**src/rtl/pdp1_fiodec_pkg.sv**
```systemverilog
// Shared definitions for the PDP-1 keyboard encoder: FSM states, FIODEC
// control codes and the ASCII-to-FIODEC translation table.
package pdp1_fiodec_pkg;

    typedef enum logic [2:0] {
        IDLE,
        LOOKUP,
        SEND_SHIFT,
        SEND_CHAR,
        ECHO
    } state_e;

    typedef enum logic {
        CASE_LOWER = 1'b0,
        CASE_UPPER = 1'b1
    } case_e;

    localparam logic [5:0] LOWERCASE       = 6'o72;
    localparam logic [5:0] UPPERCASE       = 6'o74;
    localparam logic [5:0] CARRIAGE_RETURN = 6'o77;
    localparam logic [5:0] TAB             = 6'o36;
    localparam logic [5:0] BACKSPACE       = 6'o75;

    typedef struct packed {
        logic       valid;
        logic       needs_case;
        case_e      fcase;
        logic [5:0] code;
    } fiodec_t;

    function automatic fiodec_t fio_entry(input logic       needs_case,
                                          input case_e      fcase,
                                          input logic [5:0] code);
        fiodec_t e;
        e.valid      = 1'b1;
        e.needs_case = needs_case;
        e.fcase      = fcase;
        e.code       = code;
        return e;
    endfunction

    function automatic fiodec_t ascii_to_fiodec(input logic [7:0] a);
        fiodec_t    r;
        logic [7:0] lc;
        case_e      lcase;
        r     = '0;
        lc    = a | 8'h20;
        lcase = a[5] ? CASE_LOWER : CASE_UPPER;
        if (a inside {[8'h41:8'h5A], [8'h61:8'h7A]}) begin
            // Letters share one code in both cases; only the shift state differs
            if (lc <= 8'h69)      r = fio_entry(1'b1, lcase, 6'o61 + 6'(lc - 8'h61));
            else if (lc <= 8'h72) r = fio_entry(1'b1, lcase, 6'o41 + 6'(lc - 8'h6A));
            else                  r = fio_entry(1'b1, lcase, 6'o22 + 6'(lc - 8'h73));
        end else if (a inside {[8'h31:8'h39]}) begin
            r = fio_entry(1'b1, CASE_LOWER, 6'(a - 8'h30));
        end else begin
            case (a)
                8'h20:        r = fio_entry(1'b0, CASE_LOWER, 6'o00);
                8'h0A, 8'h0D: r = fio_entry(1'b0, CASE_LOWER, CARRIAGE_RETURN);
                8'h09:        r = fio_entry(1'b0, CASE_LOWER, TAB);
                8'h08:        r = fio_entry(1'b0, CASE_LOWER, BACKSPACE);
                8'h30:        r = fio_entry(1'b1, CASE_LOWER, 6'o20);
                8'h2F:        r = fio_entry(1'b1, CASE_LOWER, 6'o21);
                8'h3F:        r = fio_entry(1'b1, CASE_UPPER, 6'o21);
                8'h2C:        r = fio_entry(1'b1, CASE_LOWER, 6'o33);
                8'h3D:        r = fio_entry(1'b1, CASE_UPPER, 6'o33);
                8'h2D:        r = fio_entry(1'b1, CASE_LOWER, 6'o54);
                8'h2B:        r = fio_entry(1'b1, CASE_UPPER, 6'o54);
                8'h29:        r = fio_entry(1'b1, CASE_LOWER, 6'o55);
                8'h5D:        r = fio_entry(1'b1, CASE_UPPER, 6'o55);
                8'h28:        r = fio_entry(1'b1, CASE_LOWER, 6'o57);
                8'h5B:        r = fio_entry(1'b1, CASE_UPPER, 6'o57);
                8'h2E:        r = fio_entry(1'b1, CASE_LOWER, 6'o73);
                8'h2A:        r = fio_entry(1'b1, CASE_UPPER, 6'o73);
                8'h7C:        r = fio_entry(1'b1, CASE_UPPER, 6'o56);
                8'h5F:        r = fio_entry(1'b1, CASE_UPPER, 6'o40);
                8'h22:        r = fio_entry(1'b1, CASE_UPPER, 6'o01);
                8'h27:        r = fio_entry(1'b1, CASE_UPPER, 6'o02);
                8'h7E:        r = fio_entry(1'b1, CASE_UPPER, 6'o03);
                8'h3C:        r = fio_entry(1'b1, CASE_UPPER, 6'o07);
                8'h3E:        r = fio_entry(1'b1, CASE_UPPER, 6'o10);
                8'h5E:        r = fio_entry(1'b1, CASE_UPPER, 6'o11);
                default:      r = '0;
            endcase
        end
        return r;
    endfunction

endpackage

```
**src/rtl/pdp1_kbd_fifo.sv**
```systemverilog
// Synchronous FIFO with registered read data, buffering keyboard bytes
// while the encoder waits on the PDP handshake.
module pdp1_kbd_fifo #(
    parameter int DEPTH = 8,
    parameter int WIDTH = 8
) (
    input  logic             clk,
    input  logic             rst_n,
    input  logic             push_i,
    input  logic [WIDTH-1:0] data_i,
    input  logic             pop_i,
    output logic [WIDTH-1:0] data_o,
    output logic             full_o,
    output logic             empty_o
);

    localparam int          AW      = $clog2(DEPTH);
    localparam logic [AW:0] PTR_INC = {{AW{1'b0}}, 1'b1};

    logic [WIDTH-1:0] mem_q [DEPTH];
    logic [AW:0]      wr_ptr_q;
    logic [AW:0]      rd_ptr_q;
    logic [WIDTH-1:0] data_q;
    logic             do_push;
    logic             do_pop;

    // One extra lap bit on each pointer tells a full FIFO from an empty one
    assign empty_o = (wr_ptr_q == rd_ptr_q);
    assign full_o  = (wr_ptr_q[AW-1:0] == rd_ptr_q[AW-1:0]) && (wr_ptr_q[AW] != rd_ptr_q[AW]);
    assign do_push = push_i && !full_o;
    assign do_pop  = pop_i && !empty_o;
    assign data_o  = data_q;

    // NOTE: storage is deliberately not reset; the pointers alone say which
    // entries are live, and non-blocking writes make every register sample
    // pre-edge values regardless of block ordering.
    always_ff @(posedge clk) begin
        if (do_push) mem_q[wr_ptr_q[AW-1:0]] <= data_i;
    end

    always_ff @(posedge clk or negedge rst_n) begin
        if (!rst_n) begin
            wr_ptr_q <= '0;
            rd_ptr_q <= '0;
            data_q   <= '0;
        end else begin
            if (do_push) wr_ptr_q <= wr_ptr_q + PTR_INC;
            if (do_pop) begin
                rd_ptr_q <= rd_ptr_q + PTR_INC;
                data_q   <= mem_q[rd_ptr_q[AW-1:0]];
            end
        end
    end

endmodule

```
**src/rtl/pdp1_kbd_fiodec_encoder.sv**
```systemverilog
// ASCII keyboard to PDP-1 FIODEC encoder: buffers bytes, inserts case shifts,
// hands codes over with a valid/ack handshake and strobes an echo to the display.
module pdp1_kbd_fiodec_encoder
    import pdp1_fiodec_pkg::*;
#(
    parameter int FIFO_DEPTH    = 8,
    parameter int STROBE_CYCLES = 4
) (
    input  logic       clk,
    input  logic       rst_n,
    input  logic [7:0] ascii_in,
    input  logic       ascii_valid,
    output logic [6:0] char_out,
    output logic       char_valid,
    input  logic       char_ack,
    output logic [6:0] char_echo,
    output logic       have_keyboard_data,
    output logic       fifo_overflow
);

    localparam int               CNT_W     = $clog2(STROBE_CYCLES + 2) + 1;
    localparam logic [CNT_W-1:0] HKD_LAST  = CNT_W'(STROBE_CYCLES - 1);
    localparam logic [CNT_W-1:0] ECHO_LAST = CNT_W'(STROBE_CYCLES + 1);

    state_e           state_q, state_d;
    state_e           ret_q, ret_d;
    case_e            case_q, case_d;
    case_e            pend_case_q, pend_case_d;
    logic [5:0]       pend_code_q, pend_code_d;
    logic [5:0]       out_q, out_d;
    logic [5:0]       echo_q, echo_d;
    logic             valid_q, valid_d;
    logic             hkd_q, hkd_d;
    logic             ovf_q, ovf_d;
    logic [CNT_W-1:0] cnt_q, cnt_d;

    logic             fifo_pop;
    logic             fifo_full;
    logic             fifo_empty;
    logic [7:0]       fifo_data;
    fiodec_t          lut;
    logic [5:0]       send_code;

    pdp1_kbd_fifo #(
        .DEPTH (FIFO_DEPTH),
        .WIDTH (8)
    ) u_fifo (
        .clk     (clk),
        .rst_n   (rst_n),
        .push_i  (ascii_valid),
        .data_i  (ascii_in),
        .pop_i   (fifo_pop),
        .data_o  (fifo_data),
        .full_o  (fifo_full),
        .empty_o (fifo_empty)
    );

    assign lut       = ascii_to_fiodec(fifo_data);
    assign send_code = (state_q == SEND_SHIFT)
                     ? ((pend_case_q == CASE_UPPER) ? UPPERCASE : LOWERCASE)
                     : pend_code_q;

    always_comb begin
        // NOTE: every next-state value takes its hold value first, so no
        // branch of the case below can leave a signal unassigned (no latch).
        state_d     = state_q;
        ret_d       = ret_q;
        case_d      = case_q;
        pend_case_d = pend_case_q;
        pend_code_d = pend_code_q;
        out_d       = out_q;
        echo_d      = echo_q;
        valid_d     = valid_q;
        hkd_d       = hkd_q;
        cnt_d       = cnt_q;
        fifo_pop    = 1'b0;
        ovf_d       = ovf_q | (ascii_valid & fifo_full);

        unique case (state_q)
            IDLE: begin
                if (!fifo_empty) begin
                    fifo_pop = 1'b1;
                    state_d  = LOOKUP;
                end
            end
            LOOKUP: begin
                if (!lut.valid) begin
                    state_d = IDLE;
                end else begin
                    pend_case_d = lut.fcase;
                    pend_code_d = lut.code;
                    state_d     = (lut.needs_case && (lut.fcase != case_q)) ? SEND_SHIFT : SEND_CHAR;
                end
            end
            SEND_SHIFT, SEND_CHAR: begin
                // Valid rises one cycle after entry; ack only counts once valid is up
                if (!valid_q) begin
                    valid_d = 1'b1;
                    out_d   = send_code;
                end else if (char_ack) begin
                    valid_d = 1'b0;
                    echo_d  = out_q;
                    hkd_d   = 1'b1;
                    cnt_d   = '0;
                    state_d = ECHO;
                    if (state_q == SEND_SHIFT) begin
                        case_d = pend_case_q;
                        ret_d  = SEND_CHAR;
                    end else begin
                        ret_d  = IDLE;
                    end
                end
            end
            ECHO: begin
                // Strobe high STROBE_CYCLES, then two low cycles before moving on
                cnt_d = cnt_q + CNT_W'(1);
                hkd_d = (cnt_q < HKD_LAST);
                if (cnt_q == ECHO_LAST) state_d = ret_q;
            end
            default: state_d = IDLE;
        endcase
    end

    always_ff @(posedge clk or negedge rst_n) begin
        if (!rst_n) begin
            state_q     <= IDLE;
            ret_q       <= IDLE;
            case_q      <= CASE_LOWER;
            pend_case_q <= CASE_LOWER;
            pend_code_q <= '0;
            out_q       <= '0;
            echo_q      <= '0;
            valid_q     <= 1'b0;
            hkd_q       <= 1'b0;
            ovf_q       <= 1'b0;
            cnt_q       <= '0;
        end else begin
            state_q     <= state_d;
            ret_q       <= ret_d;
            case_q      <= case_d;
            pend_case_q <= pend_case_d;
            pend_code_q <= pend_code_d;
            out_q       <= out_d;
            echo_q      <= echo_d;
            valid_q     <= valid_d;
            hkd_q       <= hkd_d;
            ovf_q       <= ovf_d;
            cnt_q       <= cnt_d;
        end
    end

    assign char_out           = {1'b0, out_q};
    assign char_valid         = valid_q;
    assign char_echo          = {1'b0, echo_q};
    assign have_keyboard_data = hkd_q;
    assign fifo_overflow      = ovf_q;

endmodule

```
**config.mk**
```make
export PLATFORM = sky130hd
export DESIGN_NAME = pdp1_kbd_fiodec_encoder
export DESIGN_NICKNAME = d
export VERILOG_FILES = /design/src/rtl/pdp1_fiodec_pkg.sv /design/src/rtl/pdp1_kbd_fifo.sv /design/src/rtl/pdp1_kbd_fiodec_encoder.sv
export SDC_FILE = /design/constraint.sdc
export NUM_CORES = 1
export LEC_CHECK = 0
export CORE_UTILIZATION = 50
export CTS_BUF_LIST = sky130_fd_sc_hd__clkbuf_16
export DETAILED_ROUTE_END_ITERATION = 10
export GPL_TIMING_DRIVEN = 0
export PLACE_DENSITY = 0.68
export REMOVE_ABC_BUFFERS = 1
export SLEW_MARGIN = 10
export SYNTH_ARGS = -nofsm -noshare
export SYNTH_HDL_FRONTEND = slang
export SYNTH_HIERARCHICAL = 1
export SYNTH_SLANG_ARGS = --single-unit
```
**constraint.sdc**
```tcl
create_clock -name clk -period 3.9 [get_ports clk]
set_input_delay 0.585 -clock clk [delete_from_list [all_inputs] [get_ports clk]]
set_output_delay 0.585 -clock clk [all_outputs]
set_load 0.1 [all_outputs]
```
==> results, run 1 <==
- The number of iterations in the first detailed-routing pass is 4.
- The total area inside the core boundary comes to 11,000 um2.
- For this block, the via count after detailed routing is 3,580.
- Sorting the synthesized cells by area gives the leading types as edfxtp_1 34%, dfrtp_1 21%, mux4_2 6.3%.
- Max-cap violations in this run came to 0.
- The clock period could shrink to 3.47 ns.
- At the end of the flow, the number of nets in the layout was 496.
- Clock-pin slew was measured on the worst setup and hold paths at 0.08 ns.
- The worst-margin pin slew is 1.19 ns.
- For this configuration, the core starts out at a cell density of 52.0%.
- The endpoint required time on the critical path is 4.17 ns.
- For this run, asynchronously set or reset flops after synthesis account for 42.3%.
- On the critical path, the stage with the largest delay is an instance of dfrtp_1.
- The data arrival at the endpoint of the critical path is 3.73 ns.
- Detailed placement ended at an HPWL of 7380 um.
- The largest buffer count on any clock path is 2.
- The critical path goes through inv_1, ha_1, a21oi_1, a31oi_1, a22oi_1, o31a_1, o211ai_4, a221o_1, nor3_1.
- Summing the sequential cell areas from Yosys gives 54.2% of the chip area.
- The number of global-route vias before repair is 3,569.
- Synthesis produced a netlist whose cell count is 457.
- The number of synthesized flops with an enable pin is 64.
- Setup repair after global routing left no endpoint under its margin.
- For this run, the top clock speed supported by timing is 288 MHz.
- The die boundary height is 109 um.
- Across the routed clock network, the largest skew measured is 0.0125 ns.
- The flip-flop and latch count after synthesis is 111.
- After detailed routing, the number of remaining DRC violations is 0.
- In this run the horizontal extent of the chip is 109 um.
- At the end of routability-driven placement, the weighted congestion stood at 0.860.
- The most area-hungry cell type in the Yosys netlist is edfxtp_1.
- For this design, the sink count on the clock tree is 111.
- In the post-synthesis netlist, the cell with the most instances is edfxtp_1.
- Counting the fill cells in the layout gives 882.
- From synthesis to final layout, the design area changed by 10.6%.
- The area of the mapped netlist is 5710 um2.
- The number of distinct library cell variants in the gate-level netlist after synthesis is 77.
- The number of buffers created by CTS is 9.
- After layout, the worst path uses 88.9% of the clock period.
- The count of routing violations after the opening detailed-route iteration is 234.
- The proportion of layout cells with a drive suffix above 1 is 13.3%.
- The critical path startpoint category is a register.
- The count of endpoints failing hold in the final timing report is 0.
- The number of antenna violations at the first check in global routing was 0.
- A synthesized cell averages 12.5 um2.
- The remaining max-slew budget at the tightest pin is 20.8%.
- The total of cells resized after clock tree synthesis is 0.
- The top-level I/O count is 29.
- The fraction of post-synthesis cell area in the top cell type by area is 33.6%.
- The register-to-register path setup slack is 0.43 ns.
- On the worst path, the slowest cell contributes a delay of 0.88 ns.
- The number of inserted diodes is 0.
- The wire length of the first global-routing pass is 18,400 um.
- The die covers 11,900 um2.
- After routing, the total negative slack on setup checks comes to 0 ns.
- The critical path endpoint category is a register.
- By count the netlist is led by 64 x edfxtp_1, 47 x dfrtp_1, 30 x nand2_1.
- The total routing resource utilization after global routing is 20.7%.
- The final number of max-transition violations was 0.
- The number of vias per cell after detailed routing is 5.85.
- In the synthesized netlist the dominant register cell turns out to be edfxtp_1.
- Input and output buffers added on the ports amount to 26.
- In this run the worst hold path is classified as input port to asynchronous set/reset pin.
- After detailed routing, the total wire length is 11,100 um.
- The number of buffers inserted to repair setup after CTS is 0.
- By startpoint and endpoint, the worst setup path is classified as register to register.
- The TritonCTS clock tree is yes.
- The residual antenna-violating net count after detailed routing is 0.
- The H-tree depth is 3.
- The initialized floorplan defines 38 standard-cell rows.
- Clock latency on the worst-skew pair, taken at its later pin, is 0.35 ns.
- The post-cts hold buffer count is 0.
- The root buffer cell is clkbuf_16.
- The total congestion overflow after global routing is 0.
- Setup violations remaining at the end of the flow were counted as 0.
- In this run the worst path has a maximum fanout of 26.
- The average routed wire per standard cell is 18.1 um.
- The flow ran to the end, and the final reports show no timing, DRC or antenna violations.
- For this run, the number of Yosys warnings is 6.
- Entering global routing, the biggest net connects 39 pins.
state kept, by name, indices dropped and copies added (netlist names):
signal	flops
case_q	1
char_valid	1
cnt_q	4
echo_q	6
fifo_overflow	1
have_keyboard_data	1
out_q	6
pend_case_q	1
pend_code_q	6
ret_q	1
state_q	3
u_fifo/data_o	8
u_fifo/mem_q	64
u_fifo/rd_ptr_q	4
u_fifo/wr_ptr_q	4
layout by cell type (no fill, tap or decap), types with 3 or more instances in the layout:
cell type        synthesis  final
nor3_2                   1      3
clkbuf_16                0      9
nor3_1                  10      8
a21boi_0                 3      3
nand2b_1                11     11
a21o_1                   4      4
mux2i_1                 14     14
edfxtp_1                64     64
o21ai_0                 17     17
nor2_1                  23     23
and2_1                   3      3
nand2_1                 30     30
clkdlybuf4s50_1          0     25
mux4_2                  16     16
nand3_1                 13     13
nor4b_1                  3      3
or2_2                    3      3
o22ai_1                  3      3
xnor2_1                  4      4
mux2_2                   8      8
a21oi_1                 17     17
inv_1                   18     18
xor2_1                   7      7
o21ai_1                  9      9
dfrtp_1                 47     46
or3_1                    3      3
a2111oi_2                3      3
nor2b_1                  7      7
a31oi_1                  9      9
o21a_1                   4      4
ha_1                    17     17
metrics by stage:
step           area, um2  util, %  hold WS, ns  std cells  setup slack (ns)
5_1_grt             6320     57.5        0.168        612            0.0872
4_1_cts             6320     57.5        0.139        612             0.439
2_1_floorplan       5550        -        0.289        428              1.08
3_3_place_gp        5980     54.5        0.439        594             0.462
6_report            6320     57.5        0.144        612             0.433
3_5_place_dp        6030     54.9        0.452        596             0.459
area by class of cell:
| type | count | area, um2 | area share (%) |
|---|---|---|---|
| Multi-Input combinational cell | 299 | 2400 | 38.0 |
| Inverter | 18 | 67.6 | 1.07 |
| Clock buffer | 9 | 225 | 3.56 |
| Timing Repair Buffer | 28 | 287 | 4.53 |
| Sequential cell | 111 | 3100 | 49.0 |
| Tap cell | 140 | 175 | 2.77 |
| Clock inverter | 7 | 63.8 | 1.01 |
path summary, 6_finish.rpt:
check                                 start                  to  cells past startpoint
max                        u_fifo/data_o[5]          state_q[0]                      9
min                                   rst_n           echo_q[0]                      1
max reg2reg                u_fifo/data_o[5]          state_q[0]                      9
min reg2reg                   fifo_overflow       fifo_overflow                      1
max in group asynchronous             rst_n  u_fifo/rd_ptr_q[0]                      2
min in group clk              fifo_overflow       fifo_overflow                      1
logic make-up (layout without fill, tap and decap cells):
| family | count (synthesis) | count (layout) | share of synthesized area, % |
|---|---|---|---|
| AOI/OAI and AO/OA | 104 | 104 | 13.5 |
| xor gates and xnor gates | 12 | 12 | 1.97 |
| adders and majority gates | 17 | 17 | 3.72 |
| buffers and inverters | 48 | 62 | 4.14 |
| DFF | 111 | 111 | 54.2 |
| muxes | 40 | 40 | 10.8 |
| other | 1 | 2 | 0.0657 |
| and+or+nand+nor | 124 | 124 | 11.6 |
critical path: cells and delay by family, from the launching register on:
kind / cells / cell delay, ns
and+or+nand+nor: 1 / 0.13
buffers and inverters: 1 / 0.33
DFF: 1 / 0.88
adders and majority gates: 1 / 0.29
AOI/OAI and AO/OA: 6 / 1.74
metal layers:
layer	share of wire (%)	wire [um]	up-vias	global-route usage, %
met5	0	0	-	0
met4	1.6	175	0	6.37
met3	4.9	541	14	4.36
met2	50	5520	98	34.6
met1	44	4840	1734	27.2
li1	-	-	1734	-
Power of run 1 is left out: the tool's default activity adds up to more than one toggle a clock period on the data nets, which glitch-free logic cannot reach.
==> run 2, diff against run 1 <==
Clock period 3.9 ns to 3.6 ns, I/O delays scaled along.
==> run 2 against run 1 <==
Register-to-register slack worse by 0.097 ns. Count of clock-buffer cells in the layout unchanged. Utilization about the same. Maximum frequency up 6.2%. Routed wire length about the same. Cell count unchanged.
==> results, run 2 (synthesis results as in run 1) <==
- The worst path buffer plus inverter count is 1.
- The worst-margin pin slew is 1.20 ns.
- The worst setup path is launched from a register.
- After detailed routing, the number of remaining DRC violations is 0.
- The die boundary height is 109 um.
- The worst register-to-register path begins at u_fifo/data_o[1].
- The row count is 38.
- The top cell types in the final layout, fill and taps aside, are 64 x edfxtp_1, 44 x dfrtp_1, 30 x nand2_1.
- The wire length reported by the detailed router is 11,100 um.
- The end of the worst register-to-register path is pend_case_q.
- 0 antenna diodes ended up in the layout.
- For this configuration, the core starts out at a cell density of 52.0%.
- The H-tree depth is 3.
- The final critical path takes up 90.7% of the cycle.
- The number of antenna violations at the first check in global routing came to 0.
- The kind of cell with the highest combined delay along the critical path is compound AO/OA/AOI/OAI gates.
- The top-level I/O count is 29.
- Global routing used 20.7% of the available tracks across all layers.
- The maximum number of pins on one net before global-route repair is 39.
- The proportion of layout cells with a drive suffix above 1 is 14.0%.
- The residual antenna-violating net count after detailed routing is 0.
- Setup repair after global routing left no endpoint under its margin.
- Clock-pin slew was measured on the worst setup and hold paths at 0.08 ns.
- By startpoint and endpoint, the worst setup path is classified as register to register.
- Once layout is complete, the utilization of the core stands at 57.6%.
- The overall die width is 109 um.
- The worst pin sits at a relative slew slack of 20.3%.
- Setup total negative slack on the finished layout was measured at 0 ns.
- The area growth from synthesis to layout is 10.7%.
- The number of iterations in the first detailed-routing pass is 4.
- The max-capacitance violation count is 0.
- Clock tree synthesis selected as its root buffer the cell clkbuf_16.
- The clock arrives with 0.0120 ns of skew.
- Routability-driven placement finished with a final weighted congestion of 0.860.
- Leaving out fill and tap cells, the most frequent cell in the layout is edfxtp_1.
- The number of vias per cell after detailed routing is 5.85.
- The clock sink count is 111.
- Dividing the detail-routed wire length by the instance count gives 18.1 um.
- Buffers inserted to repair hold after CTS numbered 0.
- The count of fill cells added during filler insertion is 882.
- The net count of the finished layout is 496.
- The final number of max-transition violations is 0.
- The area used by sequential logic in the layout is 3100 um2.
- The TritonCTS clock tree is yes.
- The clock period minus worst slack is 3.26 ns.
- Counting the buffers created by CTS gives 9.
- The sum of net half-perimeters after detailed placement is 7380 um.
- The flip-flop count of the largest register after layout is 64.
- The register-to-register path setup slack is 0.34 ns.
- The cell with the largest stage delay on the worst path is dfrtp_1.
- Counting cells, the worst reg-to-reg path comes to 8.
- The total congestion overflow after global routing is 0.
- The count of routing violations after the opening detailed-route iteration is 234.
- In this run the worst hold path is classified as input port to asynchronous set/reset pin.
- The area of combinational cells with multiple inputs is 2400 um2.
- The run finished with clean final reports.
- The final instance area is 6320 um2.
- In this design, the stage delay of the slowest critical-path cell is 0.71 ns.
- The total placed instance area is 6030 um2.
- The largest buffer count on any clock path is 2.
- The placeable core region is 11,000 um2.
- Walking the worst path, the cells encountered are inv_1, ha_1, o21bai_1, a211oi_2, and2_4, a211o_1, o211ai_4, mux2_2.
- In this run the worst setup path begins at u_fifo/data_o[1].
- The quantity of I/O buffers inserted on ports is 26.
- Of all nets on the critical path, the largest fanout is 16.
- STA classifies the critical path endpoint as a register.
- The data arrival at the endpoint of the critical path is 3.50 ns.
- The floorplan step defined a die boundary enclosing 11,900 um2.
- The count of endpoints failing hold in the final timing report is 0.
- The endpoint required time on the critical path is 3.84 ns.
- The final setup violation count is 0.
- The number of global-route vias before repair is 3,569.
- The wire length of the first global-routing pass is 18,400 um.
- The total via count after detailed routing is 3,580.
- The achievable clock frequency is 306 MHz.
- The worst-skew pair later-pin latency is 0.35 ns.
[run 2: area by class of cell]
cell class | instances | area share [%]
Sequential cell | 111 | 49.1
Timing Repair Buffer | 28 | 4.53
Multi-Input combinational cell | 299 | 38.0
Clock buffer | 9 | 3.56
Tap cell | 140 | 2.77
Clock inverter | 7 | 1.01
Inverter | 18 | 1.07
[run 2: stage by stage]
stage	hold slack [ns]	cells	setup slack, ns
detailed placement	0.452	596	0.159
global route	0.123	612	0.127
CTS	0.0939	612	0.139
global placement	0.439	594	0.162
finish	0.0993	612	0.336
floorplan	0.244	428	0.779
[run 2: what timing repair did]
action	in CTS	in global routing
endpoints found under the hold margin	0	0
setup endpoints to repair	0	6
resized for setup	0	3
setup buffers	0	0
[run 2: worst reg2reg max path: stages (launching register included)]
cell and delay [ns]:
dfrtp_1 0.71, inv_1 0.21, ha_1 0.34, o21bai_1 0.33, a211oi_2 0.17, and2_4 0.28
a211o_1 0.32, o211ai_4 0.40, mux2_2 0.39
[run 2: worst max-delay path by stage]
stage                endpoint  cells after the start  slack [ns]
4_1_cts            state_q[0]                      9        0.14
6_report          pend_case_q                      8        0.34
3_3_place_gp   pend_code_q[1]                      8        0.16
2_1_floorplan     pend_case_q                      8        0.78
3_5_place_dp      pend_case_q                      8        0.16
5_1_grt           pend_case_q                      8        0.13
[run 2: routing by layer]
layer / global-route usage, % / part of all wire [%] / wire, um
met1: 27.2 / 43 / 4820
met3: 4.36 / 5.0 / 553
met5: 0 / 0 / 0
met4: 6.37 / 1.6 / 175
met2: 34.6 / 50 / 5530
Power of run 2 is left out for the same reason.
